**config.mk**
```make
export PLATFORM = sky130hd
export DESIGN_NAME = press_classifier
export DESIGN_NICKNAME = d
export VERILOG_FILES = /design/src/rtl/press_classifier_pkg.sv /design/src/rtl/press_classifier_counter_n.sv /design/src/rtl/press_classifier.sv
export SDC_FILE = /design/constraint.sdc
export NUM_CORES = 1
export LEC_CHECK = 0
export CAP_MARGIN = 20
export CORE_UTILIZATION = 40
export CTS_BUF_LIST = sky130_fd_sc_hd__clkbuf_2 sky130_fd_sc_hd__clkbuf_4 sky130_fd_sc_hd__clkbuf_8
export DETAILED_ROUTE_END_ITERATION = 8
export PLACE_DENSITY_LB_ADDON = 0.05
export SKIP_LAST_GASP = 1
export SYNTH_ARGS = -nofsm -noshare
export SYNTH_HDL_FRONTEND = slang
export SYNTH_SLANG_ARGS = --single-unit
```
**constraint.sdc**
```tcl
create_clock -name clk -period 5.7 [get_ports clk]
set_clock_uncertainty 0.05 [all_clocks]
set_input_delay 0.57 -clock clk [delete_from_list [all_inputs] [get_ports clk]]
set_output_delay 0.57 -clock clk [all_outputs]
set_load 0.005 [all_outputs]
```
**src/rtl/press_classifier_pkg.sv**
```systemverilog
// press_classifier_pkg: shared state encodings and tick divider constants for the button unit
package press_classifier_pkg;

    typedef enum logic [2:0] {
        IDLE   = 3'd0,
        PRESS1 = 3'd1,
        WAIT2  = 3'd2,
        PRESS2 = 3'd3,
        HOLD   = 3'd4
    } state_e;

    localparam int SIM_DIV   = 32;
    localparam int SIM_DIV_W = 5;
    localparam int HW_DIV    = 100000;
    localparam int HW_DIV_W  = 17;

endpackage

```
**src/rtl/press_classifier_counter_n.sv**
```systemverilog
// counter_n: free-running modulo-N divider emitting a one-clk tick every N clocks
module counter_n #(
    parameter int N = 32,
    parameter int W = 5
) (
    input  logic clk,
    input  logic reset,
    output logic tick_o
);

    logic [W-1:0] cnt_q;
    logic [W-1:0] cnt_d;

    assign tick_o = (cnt_q == W'(N - 1));
    assign cnt_d  = tick_o ? '0 : cnt_q + W'(1);

    // wrap the count at N-1 so the tick recurs every N clocks
    always_ff @(posedge clk) begin
        cnt_q <= reset ? '0 : cnt_d;
    end

endmodule

```
**src/rtl/press_classifier.sv**
```systemverilog
// press_classifier: turns a debounced button level into click / double-click / long-press pulses
module press_classifier
    import press_classifier_pkg::*;
#(
    parameter bit sim      = 1'b0,
    parameter int LONG_MS  = 1000,
    parameter int DBL_MS   = 300,
    parameter int CNT_BITS = 11
) (
    input  logic clk,
    input  logic reset,
    input  logic in,
    output logic click,
    output logic dclick,
    output logic lpress,
    output logic busy
);

    localparam int DIV_N = sim ? SIM_DIV : HW_DIV;
    localparam int DIV_W = sim ? SIM_DIV_W : HW_DIV_W;
    localparam logic [CNT_BITS-1:0] LONG_C = CNT_BITS'(LONG_MS);
    localparam logic [CNT_BITS-1:0] DBL_C  = CNT_BITS'(DBL_MS);

    state_e              state_q, state_d;
    logic [CNT_BITS-1:0] ms_q, ms_d;
    logic                in_d_q;
    logic                click_q, click_d;
    logic                dclick_q, dclick_d;
    logic                lpress_q, lpress_d;
    logic                busy_q;
    logic                tick;
    logic                rise;
    logic                fall;

    counter_n #(.N(DIV_N), .W(DIV_W)) u_div (
        .clk    (clk),
        .reset  (reset),
        .tick_o (tick)
    );

    assign rise = in & ~in_d_q;
    assign fall = ~in & in_d_q;

    // gesture FSM: edges take priority over window expiry in every state
    always_comb begin
        state_d  = state_q;
        click_d  = 1'b0;
        dclick_d = 1'b0;
        lpress_d = 1'b0;
        case (state_q)
            IDLE:   if (rise) state_d = PRESS1;
            PRESS1: if (fall) state_d = WAIT2;
                    else if (ms_q == LONG_C) begin
                        state_d  = HOLD;
                        lpress_d = 1'b1;
                    end
            WAIT2:  if (rise) state_d = PRESS2;
                    else if (ms_q == DBL_C) begin
                        state_d = IDLE;
                        click_d = 1'b1;
                    end
            PRESS2: if (fall) begin
                        state_d  = IDLE;
                        dclick_d = 1'b1;
                    end else if (ms_q == LONG_C) begin
                        state_d  = HOLD;
                        dclick_d = 1'b1;
                    end
            HOLD:   if (fall) state_d = IDLE;
            default: state_d = IDLE;
        endcase
    end

    // ms window counter restarts on every state change and saturates at all-ones
    assign ms_d = (state_d != state_q) ? '0 :
                  (tick && ms_q != '1) ? ms_q + CNT_BITS'(1) : ms_q;

    // state, edge history, window counter and registered event outputs
    always_ff @(posedge clk) begin
        if (reset) begin
            state_q  <= IDLE;
            ms_q     <= '0;
            in_d_q   <= 1'b1;
            click_q  <= 1'b0;
            dclick_q <= 1'b0;
            lpress_q <= 1'b0;
            busy_q   <= 1'b0;
        end else begin
            state_q  <= state_d;
            ms_q     <= ms_d;
            in_d_q   <= in;
            click_q  <= click_d;
            dclick_q <= dclick_d;
            lpress_q <= lpress_d;
            busy_q   <= (state_d != IDLE);
        end
    end

    assign click  = click_q;
    assign dclick = dclick_q;
    assign lpress = lpress_q;
    assign busy   = busy_q;

endmodule

```
==> impl_metrics.py <==
metrics = {
    "outcome": {
        "status": "completed",
    },
    "global_routing": {
        "grt_pass1_wl_microns": 5457,
        "grt_max_degree": 16,
        "grtUsageTotal_pct": 16.44,
        "grt_pass1_vias": 1300,
        "grt.overflow.total": 0,
        "antenna_found_initial": 0,
    },
    "worst_setup_path": {
        "crit_fanout": 11,
        "worstPathArrival_ns": 2.56,
        "cp_num_buf_inv": 1,
        "path_delay_family": "simple AND/OR/NAND/NOR gates",
        "worstSetupPathType": "register to register",
        "critical_path.cell_chain": "inv_1, ha_1, nand4bb_1, nor4_1, o21ai_0, nand3_1, nor2_1",
        "startpoint_type": "register",
        "crit_path_end_kind": "register",
        "crit_required_ns": 5.82,
        "cpPeakStageDelay_ns": 0.72,
        "slowest_stage": "nor4_1",
    },
    "logic_synthesis": {
        "synthesis.area_sq_um": 1714,
        "yosys_warnings": 0,
        "synth_edf_count": 0,
        "synth-async-reset-ratio_pct": 0,
        "synth_cell_type_count": 41,
        "yosysSeqAreaShare_pct": 42.04,
        "synth.avg_cell_area_sq_um": 8.746,
        "yosys_most_used_dff": "dfxtp_1",
        "syn_nets": 202,
        "synthCells": 196,
        "ys_ff_latch": 36,
    },
    "timing": {
        "worst_pin_slew_ns": 0.8969,
        "hold_viol": 0,
        "relSlewSlack_pct": 39.65,
        "rsz0062_at_grt": "false",
        "setup-violations-final": 0,
        "max_clock_freq_ghz": 0.4087,
        "fin_tns_setup_ns": 0,
        "whs_ns": 0.4136,
        "finalMaxSlewViolations": 0,
        "min_period_ns": 2.447,
        "timing.final.crit_share_pct": 42.93,
    },
    "cells_and_area": {
        "layout_commonest_cell": "dfxtp_1",
        "fin_area_sq_um": 1873,
        "fin_nets": 208,
        "antennaDiodeCount": 0,
        "syn_to_final_growth_pct": 9.270,
        "fillCellCount": 403,
        "layout-drive-gt1-share_pct": 7.921,
        "layout_common_cells": "36 x dfxtp_1, 28 x nor2_1, 16 x nand3_1",
        "final_cells": 252,
    },
    "floorplan": {
        "core_sq_um": 4058,
        "die_area_sq_um": 4551,
        "die_h_microns": 67.46,
        "rows": 23,
        "ioPinCount": 7,
        "die_w_microns": 67.46,
        "initial_core_util_pct": 42.24,
    },
    "clock_tree": {
        "cts-resized-gates": 0,
        "holdBufCountCts": 0,
        "numClockSinks": 36,
        "clock-root-buffer": "clkbuf_8",
        "clkSlewWorstSetupHoldPaths_ns": 0.07,
        "cts_buffers": 5,
        "clk_latency_ns": 0.29,
        "post_cts.repair.setup_buffers": 0,
        "cts_htree_levels": 2,
        "clock_path_buffers": 2,
        "cts_tree": "built",
    },
    "drt": {
        "dr.first_iter.drc_count": 77,
        "via_per_inst": 5.369,
        "drc": 0,
        "dr.pass1.iters": 4,
        "wl_per_cell_microns": 12.58,
        "totalWireLength_microns": 3170,
        "drtAntennaViolNets": 0,
        "vias": 1353,
    },
    "place": {
        "gp_congestion": 0.8555,
        "dp_hpwl_microns": 2240,
        "portBuffers": 6,
        "place_inst": 245,
        "postPlaceCellArea_sq_um": 1792,
    },
    "power": {
        "pwr-share-clk_pct": 38.7,
        "combPwrFrac_pct": 3.8,
        "switchingPower_w": 0.00009878,
        "leakagePower_nw": 0.6374,
        "p_sw_share_pct": 22.02,
        "total_power_w": 0.0004486,
        "vdd_drop_max_mv": 0.1228,
        "intPower_w": 0.0003498,
        "power.density_nw_per_um2": 239.5,
        "seqPwrFrac_pct": 57.5,
    },
    "run": {
        "max_cap_viol_count": 0,
    },
    "hold_path": {
        "worstHoldPathType": "register to register",
    },
}
flip-flops by register name, summed over array words and instances, names as in the netlist:
name         cells
u_div.cnt_q     17
click            1
in_d_q           1
busy             1
dclick           1
ms_q            11
state_q          3
lpress           1
layer usage:
metal	track usage (%)	vias to the layer above	routed length [microns]
met2	28.34	31	1544
met5	0	-	0
met4	9.574	0	78
li1	-	694	-
met3	4.054	8	96
met1	18.12	620	1450
power groups by stage:
stage          registers [W]  clock network (W)  logic [W]
2_1_floorplan       0.000262                  0  0.0000142
3_3_place_gp        0.000263                  0  0.0000170
3_5_place_dp        0.000264                  0  0.0000174
4_1_cts             0.000258           0.000180  0.0000174
5_1_grt             0.000258           0.000192  0.0000197
6_report            0.000258           0.000173  0.0000172
path summary, 6_finish.rpt:
check             slack (ns)            from  cells after the start              to
setup / recovery        3.25         ms_q[0]                      7         ms_q[2]
hold / removal          0.41  u_div.cnt_q[0]                      1  u_div.cnt_q[0]
hold reg to reg         0.41  u_div.cnt_q[0]                      1  u_div.cnt_q[0]
setup reg to reg        3.25         ms_q[0]                      7         ms_q[2]
worst register-to-register path, delay by kind of cell (launching register included):
family,cells,cell delay [ns]
flip-flops,1,0.34
AO/OA/AOI/OAI,1,0.25
buffers and inverters,1,0.12
AND/OR/NAND/NOR,4,1.40
adder cells (fa/ha/maj),1,0.16
final cells by class:
cell class                      instances  area (sq um)  share of cell area [%]
Sequential cell                        36         720.7                   38.48
Clock inverter                          1         5.005                  0.2672
Inverter                                7         26.28                   1.403
Timing Repair Buffer                    6         60.06                   3.206
Clock buffer                            6         76.32                   4.075
Multi-Input combinational cell        146         922.1                   49.23
Tap cell                               50         62.56                   3.340
cell usage after synthesis (all sizes together), types with 3 or more instances:
cell type | number | area share, %
or4b | 3 | 2.0
nand2b | 4 | 1.5
o21ai | 5 | 1.5
dfxtp | 36 | 42
ha | 3 | 2.2
nand4 | 6 | 2.2
nand3 | 17 | 5.7
or4 | 4 | 2.0
nor3 | 5 | 1.5
and4 | 3 | 1.5
nor4 | 3 | 2.0
xnor2 | 6 | 3.1
nor2 | 28 | 6.1
a21oi | 7 | 2.3
clkbuf | 5 | 1.7
or3 | 4 | 1.5
nor2b | 3 | 1.1
xor2 | 14 | 7.2
inv | 7 | 1.5
and3 | 4 | 1.5
nand2 | 14 | 3.1
kinds of logic (layout without fill, tap and decap cells):
group	count (synthesis)	after routing	synth area share [%]
AOI/OAI and AO/OA	18	18	6.497
xor gates and xnor gates	20	20	10.22
adders and majority gates	3	3	2.190
buffers and inverters	14	20	4.160
DFF	36	36	42.04
and+or+nand+nor	105	105	34.89
through the flow:
| stage | util [%] | setup slack [ns] |
|---|---|---|
| 3_5_place_dp | 44.16 | 3.202 |
| 5_1_grt | 46.16 | 3.072 |
| 4_1_cts | 46.16 | 3.284 |
| 2_1_floorplan | - | 3.645 |
| 6_report | 46.16 | 3.253 |
| 3_3_place_gp | 44.16 | 3.283 |
No activity file was read; power rests on OpenSTA's default activity.
